==> config.mk <==
export PLATFORM = sky130hd
export DESIGN_NAME = temp_sched
export DESIGN_NICKNAME = d
export VERILOG_FILES = /design/src/rtl/temp_sched.sv
export SDC_FILE = /design/constraint.sdc
export NUM_CORES = 1
export LEC_CHECK = 0
export ABC_AREA = 1
export BUFFER_PORTS_ARGS = -buffer_cell sky130_fd_sc_hd__buf_2
export CAP_MARGIN = 20
export CELL_PAD_IN_SITES_DETAIL_PLACEMENT = 1
export CELL_PAD_IN_SITES_GLOBAL_PLACEMENT = 1
export CORE_MARGIN = 10
export CORE_UTILIZATION = 37
export CTS_BUF_LIST = sky130_fd_sc_hd__clkbuf_16
export DETAILED_ROUTE_END_ITERATION = 10
export PLACE_DENSITY_LB_ADDON = 0.1
export SYNTH_ARGS = -nofsm -noshare
export SYNTH_HDL_FRONTEND = slang
export SYNTH_SLANG_ARGS = --single-unit
==> constraint.sdc <==
create_clock -name clk -period 4.8 [get_ports clk]
set_input_delay 0 -clock clk [delete_from_list [all_inputs] [get_ports clk]]
set_output_delay 0 -clock clk [all_outputs]
set_load 0.05 [all_outputs]
==> src/rtl/temp_sched.sv <==
// temp_sched: bus-master sequencer that starts a sensor conversion, polls its
// status register at a programmable gap and returns the result to ex.
module temp_sched #(
    parameter logic [31:0] BASE_ADDR = 32'h7004_0000,
    parameter logic [31:0] START_CMD = 32'h0000_0001,
    parameter int unsigned POLL_GAP  = 8,
    parameter int unsigned TIMEOUT   = 1000
) (
    input  logic        clk,
    input  logic        rst,
    input  logic        start_i,
    input  logic        flush_i,
    input  logic [4:0]  reg_waddr_i,
    output logic        busy_o,
    output logic        ready_o,
    output logic        err_o,
    output logic [4:0]  reg_waddr_o,
    output logic [31:0] reg_wdata_o,
    output logic        mem_req_o,
    output logic        mem_we_o,
    output logic [31:0] mem_addr_o,
    output logic [31:0] mem_wdata_o,
    input  logic [31:0] mem_rdata_i,
    input  logic        mem_gnt_i
);

    localparam logic [31:0] ADDR_STATUS = BASE_ADDR + 32'h0000_0000;
    localparam logic [31:0] ADDR_CTRL   = BASE_ADDR + 32'h0000_0004;
    localparam logic [31:0] ADDR_DATA   = BASE_ADDR + 32'h0000_0008;
    localparam logic [7:0]  GAP_LAST    = 8'(POLL_GAP - 32'd1);
    localparam logic [15:0] TIMEOUT_V   = 16'(TIMEOUT);
    localparam bit          GAP_ZERO    = (POLL_GAP == 32'd0);

    typedef enum logic [2:0] {
        S_IDLE  = 3'd0,
        S_START = 3'd1,
        S_WAIT  = 3'd2,
        S_POLL  = 3'd3,
        S_READ  = 3'd4,
        S_DONE  = 3'd5
    } state_t;

    state_t      state_q, state_d;
    logic [7:0]  gap_q, gap_d;
    logic [15:0] poll_q, poll_d, poll_inc;
    logic        err_q, err_d;
    logic [4:0]  waddr_q, waddr_d;
    logic [31:0] res_q, res_d;
    logic        busy_q, busy_d;
    logic        ready_q, ready_d;
    logic        req_q, req_d;
    logic        we_q, we_d;
    logic [31:0] addr_q, addr_d;
    logic [31:0] wdata_q, wdata_d;

    // Next-state, counters and captured result; flush overrides everything outside IDLE.
    always_comb begin
        state_d  = state_q;
        gap_d    = gap_q;
        poll_d   = poll_q;
        err_d    = err_q;
        waddr_d  = waddr_q;
        res_d    = res_q;
        poll_inc = (poll_q != TIMEOUT_V) ? (poll_q + 16'd1) : poll_q;
        if (flush_i && (state_q != S_IDLE)) begin
            state_d = S_IDLE;
        end else begin
            case (state_q)
                S_IDLE: begin
                    if (start_i && !flush_i) begin
                        waddr_d = reg_waddr_i;
                        poll_d  = 16'd0;
                        gap_d   = 8'd0;
                        state_d = S_START;
                    end else begin
                        state_d = S_IDLE;
                    end
                end
                S_START: begin
                    if (mem_gnt_i) begin
                        gap_d   = 8'd0;
                        state_d = GAP_ZERO ? S_POLL : S_WAIT;
                    end else begin
                        state_d = S_START;
                    end
                end
                S_WAIT: begin
                    if (gap_q == GAP_LAST) begin
                        gap_d   = 8'd0;
                        state_d = S_POLL;
                    end else begin
                        gap_d   = gap_q + 8'd1;
                        state_d = S_WAIT;
                    end
                end
                S_POLL: begin
                    if (mem_gnt_i) begin
                        poll_d = poll_inc;
                        gap_d  = 8'd0;
                        if (!mem_rdata_i[0]) begin
                            state_d = S_READ;
                        end else if (poll_inc == TIMEOUT_V) begin
                            err_d   = 1'b1;
                            res_d   = 32'd0;
                            state_d = S_DONE;
                        end else begin
                            state_d = GAP_ZERO ? S_POLL : S_WAIT;
                        end
                    end else begin
                        state_d = S_POLL;
                    end
                end
                S_READ: begin
                    if (mem_gnt_i) begin
                        res_d   = mem_rdata_i;
                        err_d   = 1'b0;
                        state_d = S_DONE;
                    end else begin
                        state_d = S_READ;
                    end
                end
                S_DONE: begin
                    state_d = S_IDLE;
                end
                default: begin
                    state_d = S_IDLE;
                end
            endcase
        end
    end

    // Bus and status outputs decoded from the next state so they leave a flop.
    always_comb begin
        req_d   = 1'b0;
        we_d    = 1'b0;
        addr_d  = 32'd0;
        wdata_d = 32'd0;
        case (state_d)
            S_START: begin
                req_d   = 1'b1;
                we_d    = 1'b1;
                addr_d  = ADDR_CTRL;
                wdata_d = START_CMD;
            end
            S_POLL: begin
                req_d  = 1'b1;
                addr_d = ADDR_STATUS;
            end
            S_READ: begin
                req_d  = 1'b1;
                addr_d = ADDR_DATA;
            end
            default: begin
                req_d   = 1'b0;
                we_d    = 1'b0;
                addr_d  = 32'd0;
                wdata_d = 32'd0;
            end
        endcase
        busy_d  = (state_d != S_IDLE);
        ready_d = (state_d == S_DONE);
    end

    // State and output registers with synchronous active-low reset.
    always_ff @(posedge clk) begin
        if (!rst) begin
            state_q <= S_IDLE;
            gap_q   <= 8'd0;
            poll_q  <= 16'd0;
            err_q   <= 1'b0;
            waddr_q <= 5'd0;
            res_q   <= 32'd0;
            busy_q  <= 1'b0;
            ready_q <= 1'b0;
            req_q   <= 1'b0;
            we_q    <= 1'b0;
            addr_q  <= 32'd0;
            wdata_q <= 32'd0;
        end else begin
            state_q <= state_d;
            gap_q   <= gap_d;
            poll_q  <= poll_d;
            err_q   <= err_d;
            waddr_q <= waddr_d;
            res_q   <= res_d;
            busy_q  <= busy_d;
            ready_q <= ready_d;
            req_q   <= req_d;
            we_q    <= we_d;
            addr_q  <= addr_d;
            wdata_q <= wdata_d;
        end
    end

    assign busy_o      = busy_q;
    assign ready_o     = ready_q;
    assign err_o       = err_q;
    assign reg_waddr_o = waddr_q;
    assign reg_wdata_o = res_q;
    assign mem_req_o   = req_q;
    assign mem_we_o    = we_q;
    assign mem_addr_o  = addr_q;
    assign mem_wdata_o = wdata_q;

endmodule

## Yosys cells after proc, flatten, opt, wreduce, memory -nomap -nowiden

Cells that the tools add are included.

- Flip-flop bits (word level): 133
- Input port bits: 42
- Output and inout port bits: 106
- Word-level logic and storage cells: 78

- $add $sub $neg: 2
- Equality and inequality tests: 17
- Mux-type cells: 31
- Bitwise logic cells: 1
- Reductions and logical operators: 15

Operator list:

| cell | number |
|---|---|
| 2-to-1 mux 32 bit | 4 |
| one-hot mux 31 bit (3 select lines) | 1 |
| one-hot mux 32 bit (2 select lines) | 1 |
| 2-to-1 mux 16 bit | 3 |
| one-hot mux 16 bit (2 select lines) | 1 |
| 2-to-1 mux 8 bit | 3 |
| one-hot mux 8 bit (3 select lines) | 1 |
| adder 16 x 1 -> 16 bit (second input constant) | 1 |
| == test 16 x 10 -> 1 bit (second input constant) | 1 |
| inequality test 16 x 10 -> 1 bit (second input constant) | 1 |
| one-hot mux 3 bit (5 select lines) | 1 |
| 2-to-1 mux 3 bit | 4 |
| 2-to-1 mux 1 bit | 10 |
| inequality test 2 bit (second input constant) | 5 |
| == test 3 x 2 -> 1 bit (second input constant) | 3 |
| == test 3 bit (second input constant) | 3 |
| nonzero test 3 bit | 3 |
| adder 8 x 1 -> 8 bit (second input constant) | 1 |
| == test 8 x 3 -> 1 bit (second input constant) | 1 |
| AND reduction 4 bit | 2 |
| == test 3 x 1 -> 1 bit (second input constant) | 2 |
| AND reduction 6 bit | 1 |
| nonzero test 2 bit | 2 |
| zero test 3 bit | 1 |
| 9 further kinds | 10 |

## Longest topological paths before layout

- Word-level depth: 11
- Gate-level depth with buffers: 18
- Depth with buffers taken out: 18

## Worst setup path after synthesis

No wires, ideal clock.

- Kind: register -> register
- Start point: register poll_q[0]
- End point: register err_q (netlist: err_o)
- Arrival time: 1.979 ns
- Data required time: 4.668 ns
- Slack: 2.688 ns
- Cell stages (with the launch flop): 16
- Buffers on the path: 1
- Clock period less this slack: 2.112 ns
- Cells stage by stage: dfxtp_1 -> ha_1 -> nand3_1 -> nor2_4 -> nand3_1 -> nand2_1 -> nand2_1 -> nor2_2 -> nand2_1 -> nor2_1 -> nand3_1 -> nand2_4 -> nand3_4 -> buf_6 -> nand2_1 -> a21oi_1

- Word-level cells in the longest chain between the ends: 5
- Elaborated cells on any way between the ends: 6
- Those cells by class: add/sub: 1; eq/ne: 3; mux: 1; reduce/logical: 1

RTL lines:

| item | RTL line | source |
|---|---|---|
| start: declaration | 45 | `logic [15:0] poll_q, poll_d, poll_inc;` |
| start signal: assignment | 182 | `poll_q <= poll_d;` |
| adder 16 x 1 -> 16 bit / inequality test 16 x 10 -> 1 bit (equally long branches) | 64 | `poll_inc = (poll_q != TIMEOUT_V) ? (poll_q + 16'd1) : poll_q;` |
| 2-to-1 mux 16 bit (*) | 64 |  |
| == test 16 x 10 -> 1 bit (*) | 102 | `end else if (poll_inc == TIMEOUT_V) begin` |
| inequality test 2 bit (no source line) (*) | - |  |
| AND reduction 6 bit (no source line) (*) | - |  |
| end signal: assignment | 183 | `err_q <= err_d;` |
| end: declaration | 46 | `logic err_q, err_d;` |

Every way passes the cells marked *; elsewhere a longest branch is shown, timed or not.
A chain may end at the register's enable or synchronous reset.

## Final worst setup path

- Start point: register poll_q[1]
- End point: register res_q[28] (netlist: reg_wdata_o[28])

- Word-level cells in the longest chain between the ends: 5
- Elaborated cells on any way between the ends: 6
- Those cells by class: add/sub: 1; eq/ne: 3; mux: 1; reduce/logical: 1

RTL lines:

| item | RTL line | source |
|---|---|---|
| adder 16 x 1 -> 16 bit / inequality test 16 x 10 -> 1 bit (equally long branches) | 64 |  |
| 2-to-1 mux 16 bit (*) | 64 |  |
| == test 16 x 10 -> 1 bit (*) | 102 |  |
| inequality test 2 bit (no source line) (*) | - |  |
| AND reduction 6 bit (no source line) (*) | - |  |
| end signal: assignment | 185 | `res_q <= res_d;` |
| end: declaration | 48 | `logic [31:0] res_q, res_d;` |

Marks and branches as above.

==> impl_metrics.json <==
{
  "clk_latency_ps": 350,
  "p_leak_nw": 2.35,
  "worstSetupStartpoint": "poll_q[1]",
  "dieWidth_um": 127,
  "post_cts_buffers": 0,
  "synth_top_family_by_area": "simple AND/OR/NAND/NOR gates",
  "synthTopCellsByCount": "134 x nand2_1, 97 x nor2_1, 71 x dfxtp_1",
  "hold_slack_ps": 13.6,
  "dieArea_um2": 16000,
  "cts_max_level": 3,
  "hold_class": "primary input to register",
  "syn_avg_cell_area_um2": 6.63,
  "routed_via_density": 4.81,
  "min_period_ps": 3050,
  "synth_compound_area_frac": 0.0988,
  "critPathLaunchType": "register",
  "synth_area_leader_cell": "dfxtp_1",
  "post_cts_resized": 0,
  "synth_edf_count": 0,
  "synth-adder-area-share": 0.00893,
  "drv_slew": 0,
  "grt_setup_unrepaired": "no",
  "cts_buffers": 9,
  "wl_um": 13000,
  "final_area_um2": 4920,
  "setup_tns_ps": 0,
  "cts_tree": "done",
  "critPathBufInv": 0,
  "synth_xor_xnor_area_share": 0.0104,
  "criticalPathCategory": "register to register",
  "reg2reg_slack_ps": 1750,
  "portBuffers": 90,
  "cp-end-kind": "register",
  "ant_nets": 0,
  "grt.total_usage": 0.161,
  "fmax_mhz": 328,
  "crit_required_ps": 4980,
  "crit_slowest_cell": "nand3_4",
  "synthCells": 634,
  "synth.distinct_cells": 37,
  "routedWlPerCell_um": 15.1,
  "antenna_found_initial": 1,
  "ys_async_sr_fraction": 0,
  "yosysMostFrequentCell": "nand2_1",
  "cts.reportedPaths.clkPinSlew_ps": 60,
  "slew-limit-headroom": 0.359,
  "grt_pass1_wl_um": 21700,
  "clock_path_buffers": 2,
  "dp_hpwl_um": 9480,
  "n_antenna_cell": 0,
  "min-delay-start": "mem_rdata_i[13]",
  "status": "completed",
  "syn2layout_area_growth_pct": 17.0,
  "synth_top_area_frac": 0.338,
  "tightest_slew_ps": 960,
  "p_seq_frac": 0.366,
  "drive_above_1_share": 0.170,
  "grt_max_degree": 55,
  "combPwrFrac": 0.133,
  "cp_top_family": "simple AND/OR/NAND/NOR gates",
  "grt.overflow.total": 0,
  "dr.pass1.iters": 4,
  "drcViolationCount": 0,
  "finalHoldViolations": 0,
  "ys_ff_latch": 71,
  "placed_area_um2": 4460,
  "drt_iter0_markers": 187,
  "finalCritPeriodShare": 0.636,
  "yosys.area_share.simple": 0.333,
  "crit_chain": "ha_1, nand3_1, nor2_4, xor2_1, nand4_1, nor2_1, nand3_1, nand2_4, nand3_4, nand2_1, a21oi_1",
  "final-setup-viol-count": 0,
  "yosysWarnings": 0,
  "gp_congestion": 0.852,
  "max_stage_delay_ps": 420,
  "drv_cap": 0,
  "vias": 4150,
  "nets": 763,
  "timing.rr.start": "poll_q[1]",
  "power.internal_mw": 1.19,
  "synthFlopType": "dfxtp_1",
  "swShare": 0.275,
  "netSwitchingPower_mw": 0.451,
  "clock-sinks": 71,
  "start_util": 0.383,
  "grt_pass1_vias": 4484,
  "power_density_nw_per_um2": 333,
  "cts_root_buf": "clkbuf_16",
  "ioPinCount": 148,
  "synthTopCellsByArea": "dfxtp_1 34%, nand2_1 12%, buf_4 11%, nor2_1 8.7%, a21oi_1 6.7%",
  "timing.critical_path.fanout_max": 34,
  "synth_area_um2": 4210,
  "synth.yosys.seq_area_share": 0.338,
  "ctsHoldBuffers": 10,
  "pwr-share-clk": 0.501,
  "die_h_um": 127,
  "coreArea_um2": 11000,
  "clock_skew_ps": 10.6,
  "critPathArrivalTime_ps": 3230,
  "rows": 38,
  "ir_drop_mv": 0.284,
  "cpMostUsedCell": "nand3_1",
  "synth.mux.area_fraction": 0
}
==> path summary, 6_finish.rpt <==
kind / end / depth (start not counted)
worst max-delay path: reg_wdata_o[28] / 11
worst min-delay path: reg_wdata_o[13] / 5
worst max register to register: reg_wdata_o[28] / 11
worst min register to register: reg_wdata_o[8] / 2
==> flip-flops by register name (all words and copies together) (netlist names) <==
name         count
poll_q          16
err_o            1
reg_wdata_o     32
mem_req_o        1
busy_o           1
ready_o          1
gap_q            8
reg_waddr_o      5
state_q          3
mem_addr_o       3
==> layer usage <==
metal | vias to the layer above | global-route usage | routed length, µm
met3 | 13 | 0.0583 | 789
met1 | 1948 | 0.184 | 5670
li1 | 2085 | - | -
met4 | 2 | 0.0529 | 153
met5 | - | 0 | 13
met2 | 102 | 0.272 | 6400
==> per-stage QoR <==
step	util	worst slack, ps	cells	power [mW]
floorplan	-	2690	690	0.820
global placement	0.406	1860	837	0.819
detailed placement	0.406	1750	837	0.821
CTS	0.448	1700	863	1.65
global route	0.448	1410	863	1.70
finish	0.448	1750	863	1.64
==> final cells by class <==
cell class              count  area, µm²
flip-flops and latches     71       1420
fillers                  1502       6060
repair buffers            103        573
clock buffers               9        225
multi-input cells         459       2110
well taps                 140        175
inverters                  74        278
clock inverters             7        136
==> cell usage in the layout, fill, tap and decap left out, types with 5 or more instances in the layout <==
| master | synthesis | final |
|---|---|---|
| dlygate4sd3_1 | 0 | 10 |
| inv_1 | 65 | 66 |
| o21ai_0 | 8 | 8 |
| nand3_1 | 24 | 24 |
| clkbuf_16 | 0 | 9 |
| nor2_1 | 97 | 97 |
| inv_2 | 6 | 6 |
| nand2_1 | 134 | 134 |
| nand4_1 | 41 | 41 |
| dfxtp_1 | 71 | 71 |
| nor3_1 | 6 | 6 |
| buf_2 | 3 | 90 |
| xor2_1 | 5 | 5 |
| conb_1 | 1 | 57 |
| a21oi_1 | 56 | 56 |
==> worst register-to-register path, stage by stage (launching register included) <==
cell and delay (ps):
dfxtp_1 410, ha_1 310, nand3_1 150, nor2_4 200, xor2_1 270, nand4_1 160, nor2_1 210, nand3_1 150
nand2_4 320, nand3_4 430, nand2_1 190, a21oi_1 80
==> power groups by stage <==
stage,Sequential [mW],Clock [mW],Combinational (mW)
4_1_cts,0.600,0.838,0.216
6_report,0.600,0.821,0.218
2_1_floorplan,0.633,0,0.187
3_3_place_gp,0.613,0,0.207
3_5_place_dp,0.613,0,0.208
5_1_grt,0.601,0.868,0.233
==> cells by family after synthesis <==
| family | Yosys count |
|---|---|
| other cells | 1 |
| simple gates | 317 |
| flops | 71 |
| fa+ha+maj | 3 |
| xor+xnor | 5 |
| buf+inv | 160 |
| compound gates | 77 |
No activity file was read; power rests on OpenSTA's default activity.
